`config.mk`:
```
export PLATFORM = sky130hd
export DESIGN_NAME = urng96_taus
export DESIGN_NICKNAME = d
export VERILOG_FILES = /design/src/rtl/urng96_taus.sv
export SDC_FILE = /design/constraint.sdc
export NUM_CORES = 1
export LEC_CHECK = 0
export ABC_AREA = 1
export CAP_MARGIN = 20
export CORE_MARGIN = 2
export CORE_UTILIZATION = 31
export CTS_BUF_LIST = sky130_fd_sc_hd__clkbuf_16
export DETAILED_ROUTE_END_ITERATION = 16
export MAX_ROUTING_LAYER = met4
export PLACE_DENSITY_LB_ADDON = 0.3
export SETUP_SLACK_MARGIN = 0.1
export SLEW_MARGIN = 20
export SYNTH_ARGS = -nofsm -noshare
export SYNTH_HDL_FRONTEND = slang
export SYNTH_SLANG_ARGS = --single-unit
```
`constraint.sdc`:
```
create_clock -name clk -period 1.4 [get_ports clk]
set_clock_uncertainty 0.05 [all_clocks]
set_input_delay 0.21 -clock clk [delete_from_list [all_inputs] [get_ports clk]]
set_output_delay 0.21 -clock clk [all_outputs]
set_load 0.01 [all_outputs]
```
`src/rtl/urng96_taus.sv`:
```
// urng96_taus: taus88 uniform random generator assembling three 32-bit steps
// into one 96-bit fixed-point fraction, offered through a valid/ready handshake.
module urng96_taus #(
    parameter logic [31:0] SEED1 = 32'h0000_1234,
    parameter logic [31:0] SEED2 = 32'h0000_5678,
    parameter logic [31:0] SEED3 = 32'h0009_ABCD
) (
    input  logic        clk,
    input  logic        rst_n,
    input  logic        seed_load,
    input  logic [95:0] seed_in,
    output logic        out_valid,
    input  logic        out_ready,
    output logic [95:0] out_data,
    output logic [15:0] out_count
);

    typedef enum logic [1:0] {
        FILL0,
        FILL1,
        FILL2,
        HOLD
    } state_t;

    state_t      state;
    state_t      state_nxt;
    logic [31:0] s1;
    logic [31:0] s2;
    logic [31:0] s3;
    logic [31:0] s1_nxt;
    logic [31:0] s2_nxt;
    logic [31:0] s3_nxt;
    logic [31:0] step_out;
    logic [31:0] seed_s1;
    logic [31:0] seed_s2;
    logic [31:0] seed_s3;
    logic        handshake;
    logic        step_en;

    assign out_valid = (state == HOLD);
    assign handshake = out_valid & out_ready;
    // A seed load pre-empts the step so the new seed produces the first word.
    assign step_en   = (state != HOLD) && !seed_load;

    // Seed fields too small to keep a component non-degenerate fall back to parameters.
    assign seed_s1 = (seed_in[95:64] <= 32'd1)  ? SEED1 : seed_in[95:64];
    assign seed_s2 = (seed_in[63:32] <= 32'd7)  ? SEED2 : seed_in[63:32];
    assign seed_s3 = (seed_in[31:0]  <= 32'd15) ? SEED3 : seed_in[31:0];

    // One taus88 step of all three components and the combined output.
    always_comb begin
        s1_nxt   = ((s1 & 32'hFFFF_FFFE) << 12) ^ (((s1 << 13) ^ s1) >> 19);
        s2_nxt   = ((s2 & 32'hFFFF_FFF8) << 4)  ^ (((s2 << 2)  ^ s2) >> 25);
        s3_nxt   = ((s3 & 32'hFFFF_FFF0) << 17) ^ (((s3 << 3)  ^ s3) >> 11);
        step_out = s1_nxt ^ s2_nxt ^ s3_nxt;
    end

    // Next-state logic: fill three slices, then hold until accepted.
    always_comb begin
        state_nxt = state;
        case (state)
            FILL0:   state_nxt = FILL1;
            FILL1:   state_nxt = FILL2;
            FILL2:   state_nxt = HOLD;
            HOLD:    if (handshake) state_nxt = FILL0;
            default: state_nxt = FILL0;
        endcase
        if (seed_load) begin
            state_nxt = FILL0;
        end
    end

    // State register.
    always_ff @(posedge clk or negedge rst_n) begin
        if (!rst_n) begin
            state <= FILL0;
        end else begin
            state <= state_nxt;
        end
    end

    // Generator components: reseed on load, advance once per FILL cycle.
    always_ff @(posedge clk or negedge rst_n) begin
        if (!rst_n) begin
            s1 <= SEED1;
            s2 <= SEED2;
            s3 <= SEED3;
        end else if (seed_load) begin
            s1 <= seed_s1;
            s2 <= seed_s2;
            s3 <= seed_s3;
        end else if (step_en) begin
            s1 <= s1_nxt;
            s2 <= s2_nxt;
            s3 <= s3_nxt;
        end
    end

    // Output word assembly, MSB slice first; untouched slices keep old bits.
    always_ff @(posedge clk or negedge rst_n) begin
        if (!rst_n) begin
            out_data <= '0;
        end else if (step_en) begin
            case (state)
                FILL0:   out_data[95:64] <= step_out;
                FILL1:   out_data[63:32] <= step_out;
                FILL2:   out_data[31:0]  <= step_out;
                default: out_data        <= out_data;
            endcase
        end
    end

    // Accepted-word counter; wraps and survives seed loads.
    always_ff @(posedge clk or negedge rst_n) begin
        if (!rst_n) begin
            out_count <= '0;
        end else if (handshake) begin
            out_count <= out_count + 16'd1;
        end
    end

endmodule

```
==> run summary, run 1 <==
Synth warnings: 0
WL final: 43.05 mm
# port buffers: 204
ranking of synthesized cells by area: dfrtp_1 (46%), nand2_1 (17%), dfstp_2 (5.8%)
worst-path maximum fanout: 7
CTS tree: built
final setup margin: -0.2508 ns
post-route total power: 29.60 mW
area fraction of the dominant cell type after synthesis: 45.56%
WHS: 0.06775 ns
IO Pins: 213
via count: 10.72k
syn_area_per_cell: 8.238 sq um
final instance area: 17940 sq um
EDFF count, synth: 0
Syn-to-layout area delta: 81.48%
Filler Cells Inserted: 2676
nets: 1853
top-count cell post-synth: nand2_1
pre-CTS setup slack: -0.2285 ns
synth unique cells: 28
switching share of power: 38.28%
final cell count without fillers: 2166
row count: 65
Net Sw Power: 11.33 mW
mean routed wirelength per cell: 19.87 microns
synthesized area: 9886 sq um
Static Leak: 8.788 nW
vias in the first global route: 10.15k
clk buf depth: 3
RePlAce Congestion: 0.9658
Peak VDD IR: 0.8580 mV
RSZ-0062 raised after global routing: true
top post-synthesis cells by count: nand2_1 (441), dfrtp_1 (180), inv_1 (117)
setup_tns: -23.45 ns
combinational share of power: 49.5%
Reg power frac: 31.6%
Total GRT Usage: 22.99%
pin count of the biggest net entering global routing: 56
core area: 31470 sq um
Starting Density: 31.41%
Synth area leader: dfrtp_1
global route overflow: 0
DRT Pass-1 Iters: 7
Placed Cells: 1947
period utilization: 117.9%
Slew @ Worst Pin: 0.5981 ns
cts bufs inserted: 23
htree depth: 1
ys flop type: dfrtp_1
clock group share of total power: 19.0%
Die W: 182.6 microns
clk_lat worst skew: 0.54 ns
Starting DRT DRC Count: 908
DR DRC count: 0
Clk pin slew, worst setup/hold paths: 0.07 ns
clk sinks: 202
dpl hpwl: 26.17 mm
Synth Net Count: 1305
final core utilization: 57.00%
failing checks: setup timing
Die H: 182.6 microns
Yosys reg bits: 202
Vias/cell: 4.950
Critical Path AT: 2.01 ns
Hold/Removal Path Class: input pin to asynchronous set/reset pin
post-synthesis sequential area ratio: 51.41%
layout cells sized above 1: 46.91%
Hold Violations, Final: 0
Pwr per Cell Area: 1650 nW/um^2
Post-Syn Instances: 1200
first-pass GRT wire length: 57.17 mm
Tmin final: 1.651 ns
Max transition margin: 59.99%
CP Launch Type: register
status: complete, but fails checks
Worst Path Required: 1.76 ns
CTS root buf: clkbuf_16
f_max: 0.6058 GHz
CP Capture Type: register
initial antenna violation count: 1
Int Power: 18.27 mW
Max Slew Vio Count: 0
WS Path Type: register to register
DIE AREA: 33330 sq um
endpoints failing setup: 197
number of routed nets with antenna violations: 0
asr flop ratio synth: 100.0%
Max Cap Viol: 0
placed inst area: 13840 sq um
==> registers in the layout, summed over array words and instances, names as in the netlist <==
signal and cells:
s3 28, out_data 96, state 2, s2 29
out_count 16, s1 31
==> power by group through the flow <==
stage | Clock [mW] | Sequential (mW) | Combinational [mW]
3_5_place_dp | 0 | 9.20 | 9.76
2_1_floorplan | 0 | 9.50 | 3.43
6_report | 5.62 | 9.34 | 14.6
3_3_place_gp | 0 | 9.17 | 9.61
4_1_cts | 5.62 | 9.07 | 10.6
5_1_grt | 5.91 | 9.50 | 15.6
==> per-layer routing <==
layer / vias up / GRT usage, % / routed length (microns)
met5: - / - / 0
met1: 5240 / 29.35 / 17110
met3: 128 / 3.672 / 2944
li1: 4909 / - / -
met2: 445 / 36.84 / 20720
met4: 0 / 8.774 / 2273
==> critical path, stage by stage (launching register included) <==
cell,delay [ns]
dfrtp_1,0.41
ha_4,0.19
nor2_4,0.14
buf_12,0.20
buf_12,0.13
nand2_8,0.11
clkbuf_16,0.20
nand2_2,0.05
o21ai_1,0.07
==> logic make-up (layout without fill, tap and decap cells) <==
family | after synthesis | count (layout) | synth area share, %
adder cells (fa/ha/maj) | 5 | 5 | 0.6328
buffers and inverters | 172 | 732 | 6.835
XOR/XNOR | 93 | 93 | 8.239
AO/OA/AOI/OAI | 154 | 154 | 9.644
AND/OR/NAND/NOR | 574 | 577 | 23.24
flip-flops | 202 | 202 | 51.41
other | 0 | 1 | 0
==> area by class of cell <==
cell class / instances / area [sq um] / share of cell area, %
Antenna cell: 1 / 2.502 / 0.01395
Clock buffer: 23 / 575.6 / 3.208
Clock inverter: 17 / 100.1 / 0.5579
Inverter: 122 / 538.0 / 2.999
Multi-Input combinational cell: 829 / 5675 / 31.63
Sequential cell: 202 / 5087 / 28.36
Tap cell: 402 / 503.0 / 2.804
Timing Repair Buffer: 566 / 5411 / 30.16
Timing Repair inverter: 4 / 47.55 / 0.2650
==> path summary, 6_finish.rpt <==
check                           cells after the start                        to                      from  slack, ns
min in group clk                                    4         s1[4]$_DFFE_PN1P_                 seed_load       0.13
worst min-delay path                                2  out_data[45]$_DFFE_PN0P_                     rst_n       0.07
worst max register to register                      8  out_data[58]$_DFFE_PN0P_      state[1]$_DFFE_PN0P_      -0.25
worst max-delay path                                8  out_data[58]$_DFFE_PN0P_      state[1]$_DFFE_PN0P_      -0.25
max in group asynchronous                           3         s3[6]$_DFFE_PN1P_                     rst_n       0.61
worst min register to register                      2  out_data[42]$_DFFE_PN0P_  out_data[42]$_DFFE_PN0P_       0.43
==> cells in the final DEF (no fill, tap or decap), drive strengths merged <==
master / Yosys / layout
xnor2: 62 / 62
o21bai: 6 / 6
clkdlybuf4s50: 0 / 89
dfstp: 22 / 22
inv: 122 / 125
nand4: 2 / 2
nand3b: 2 / 2
nor2: 63 / 63
nand3: 56 / 56
o22ai: 18 / 18
nand2: 447 / 450
o21ai: 81 / 81
dfrtp: 180 / 180
xor2: 31 / 31
ha: 5 / 5
o211ai: 31 / 31
nor3: 4 / 4
o221ai: 18 / 18
buf: 23 / 456
clkinvlp: 0 / 2
bufbuf: 0 / 1
clkbuf: 27 / 42
clkinv: 0 / 16
diode: 0 / 1
dlygate4sd3: 0 / 1
==> timing repair <==
item / 4_1_cts / 5_1_grt
setup endpoints to repair: 309 / 314
setup buffers: 72 / 67
cloned: 15 / 30
resized for setup: 642 / 347
pin swaps: 32 / 86
hold buffers: 1 / 0
endpoints found under the hold margin: 180 / 0
No activity file was read; power rests on OpenSTA's default activity.
==> inputs of run 2 (changes only) <==
- GPL_ROUTABILITY_DRIVEN: default -> 0
==> results of run 2 <==
Final layout, timing and power as in run 1 (identical DEF).
==> inputs of run 3 (changes only) <==
- CORE_MARGIN: 2 -> 1
==> run 3 against run 2 <==
Compared with the run above:
- the run still ends with setup timing left
- routed wire length is 9.0% lower
- sequential share of layout area up 0.96 points
- global-route usage up 0.86 points
- clock-buffer cell count is the same
- via count decreased by 1.9%
- sequential power down 2%
- worst hold slack improved by 0.030 ns
- critical path depth is 2 higher
- first-iteration DRC count decreased by 15%
- die area fell by 2.2%
- largest cell class is now non-clock buffers
==> run summary, run 3 (same netlist as run 1, synthesis figures left out) <==
Starting DRT DRC Count: 774 (was 908)
core area: 31470 sq um (unchanged)
Slew @ Worst Pin: 0.5955 ns (was 0.5981 ns)
global route overflow: 0 (unchanged)
WL final: 39.18 mm (was 43.05 mm)
status: complete, but fails checks (unchanged)
final setup margin: -0.2642 ns (was -0.2508 ns)
layout cells sized above 1: 41.56% (was 46.91%)
failing checks: setup timing (unchanged)
Max transition margin: 60.01% (was 59.99%)
register area: 5085 sq um (was 5087 sq um)
RSZ-0062 raised after global routing: true (unchanged)
number of routed nets with antenna violations: 0 (unchanged)
Die W: 180.6 microns (was 182.6 microns)
vias in the first global route: 10.36k (was 10.15k)
# port buffers: 204 (unchanged)
most frequent cells in the layout: nand2_1 (342), buf_4 (263), dfrtp_1 (178) (was nand2_1 (297), buf_4 (279), dfrtp_1 (176))
mean routed wirelength per cell: 18.23 microns (was 19.87 microns)
initial antenna violation count: 0 (was 1)
dpl hpwl: 25.66 mm (was 26.17 mm)
Die H: 180.6 microns (was 182.6 microns)
Hold Violations, Final: 0 (unchanged)
cts bufs inserted: 23 (unchanged)
post-route total power: 28.42 mW (was 29.60 mW)
Static Leak: 8.622 nW (was 8.788 nW)
Inserted Diodes: 0 (was 1)
endpoints failing setup: 200 (was 197)
CP Capture Type: register (unchanged)
Largest Register: out_data (unchanged)
Starting Density: 31.41% (unchanged)
Max Slew Vio Count: 0 (unchanged)
period utilization: 118.9% (was 117.9%)
Syn-to-layout area delta: 75.46% (was 81.48%)
Vias/cell: 4.896 (was 4.950)
Regs by FF count: out_data x96, s1 x31, s2 x29 (unchanged)
worst-path maximum fanout: 7 (unchanged)
Filler Cells Inserted: 2684 (was 2676)
CP Launch Type: register (unchanged)
worst-case reg-to-reg path depth: 10 (was 8)
IO Pins: 213 (unchanged)
clk buf depth: 3 (unchanged)
DIE AREA: 32610 sq um (was 33330 sq um)
max FFs per register: 96 (unchanged)
Tmin final: 1.664 ns (was 1.651 ns)
Pwr per Cell Area: 1638 nW/um^2 (was 1650 nW/um^2)
Total GRT Usage: 23.85% (was 22.99%)
r2r setup slk: -0.26 ns (was -0.25 ns)
f_max: 0.6009 GHz (was 0.6058 GHz)
WS Path Type: register to register (unchanged)
Clk pin slew, worst setup/hold paths: 0.06 ns (was 0.07 ns)
commonest non-fill, non-tap cell in the layout: nand2_1 (unchanged)
Placed Cells: 1942 (was 1947)
first-pass GRT wire length: 58.35 mm (was 57.17 mm)
Hold/Removal Path Class: input pin to asynchronous set/reset pin (unchanged)
via count: 10.52k (was 10.72k)
row count: 65 (unchanged)
Worst Path Required: 1.83 ns (was 1.76 ns)
CTS tree: built (unchanged)
nets: 1835 (was 1853)
Peak VDD IR: 0.8339 mV (was 0.8580 mV)
Max Cap Viol: 0 (unchanged)
final core utilization: 55.11% (was 57.00%)
Critical Path AT: 2.09 ns (was 2.01 ns)
DRT Pass-1 Iters: 5 (was 7)
multi-input gate area in the final layout: 5186 sq um (was 5675 sq um)
final cell count without fillers: 2149 (was 2166)
htree depth: 1 (unchanged)
pin count of the biggest net entering global routing: 51 (was 56)
CTS root buf: clkbuf_16 (unchanged)
clk sinks: 202 (unchanged)
clk_lat worst skew: 0.54 ns (about the same)
DR DRC count: 0 (unchanged)
==> run 3: cell count changes in the layout (fill, tap and decap cells not counted), moves of 6 or more <==
cell	previous run	this run
nand2_1	297	342
nand2_4	63	40
nand2_2	83	62
o21ai_2	36	17
buf_4	279	263
o21ai_1	24	40
clkbuf_16	41	26
xnor2_1	47	59
buf_16	11	22
nand3_2	18	28
xnor2_2	12	3
inv_1	112	120
nand3_1	36	28
o21ai_0	18	24
==> run 3: through the flow <==
| stage | setup TNS [ns] | cell area, sq um | hold WS, ns | setup WS (ns) |
|---|---|---|---|---|
| 6_report | -32.65 | 17350 | 0.09758 | -0.2642 |
| 3_3_place_gp | -16.13 | 13770 | 0.08723 | -0.2381 |
| 2_1_floorplan | -1.340 | 9990 | -0.1356 | -0.01924 |
| 5_1_grt | -43.44 | 17350 | 0.1023 | -0.3311 |
| 3_5_place_dp | -20.11 | 13770 | 0.08520 | -0.2847 |
| 4_1_cts | -28.21 | 16510 | 0.09219 | -0.2506 |
==> run 3: final timing paths <==
kind / startpoint / endpoint
max in group asynchronous: rst_n / s3[6]$_DFFE_PN1P_
worst min-delay path: rst_n / s1[15]$_DFFE_PN0P_
min in group clk: seed_load / s3[9]$_DFFE_PN1P_
worst max register to register: state[1]$_DFFE_PN0P_ / s1[5]$_DFFE_PN1P_
worst max-delay path: state[1]$_DFFE_PN0P_ / s1[5]$_DFFE_PN1P_
worst min register to register: out_data[42]$_DFFE_PN0P_ / out_data[42]$_DFFE_PN0P_
==> run 3: area by class of cell <==
type                       instances  area share, %
timing repair buffer             550          30.13
sequential                       202          29.32
inverter                         122          3.015
tap                              402          2.900
clock inverter                    19          1.147
timing repair inverter             4         0.2741
clock buffer                      23          3.318
multi-input combinational        827          29.90
==> run 3: routing by layer <==
layer / track usage [%] / vias to the layer above / share of wire [%]
li1: - / 4891 / -
met1: 29.73 / 5059 / 41
met2: 39.01 / 446 / 48
met3: 3.456 / 125 / 5.8
met4: 9.368 / 0 / 4.5
met5: - / - / 0
==> run 3: repair_timing <==
| item | 4_1_cts | 5_1_grt |
|---|---|---|
| pin swaps | 87 | 28 |
| hold endpoints to repair | 183 | 0 |
| hold buffers | 1 | 0 |
| resized for setup | 777 | 96 |
| buffers inserted | 84 | 50 |
| setup endpoints to repair | 311 | 315 |
| gates cloned | 29 | 5 |
==> run 3: where the power goes <==
| group | total [mW] | leakage (nW) | switching, mW | internal (mW) |
|---|---|---|---|---|
| logic | 13.0 | 5.78 | 6.20 | 6.75 |
| clock network | 6.28 | 0.398 | 2.55 | 3.74 |
| registers | 9.18 | 2.45 | 1.45 | 7.73 |
==> run 3: worst max-delay path, stage by stage (launching register included) <==
cell	delay, ns
dfrtp_1	0.41
ha_4	0.21
nor2_4	0.14
buf_6	0.14
buf_12	0.11
buf_12	0.11
clkinv_8	0.07
buf_8	0.14
o22ai_2	0.11
inv_1	0.06
nand2_1	0.06
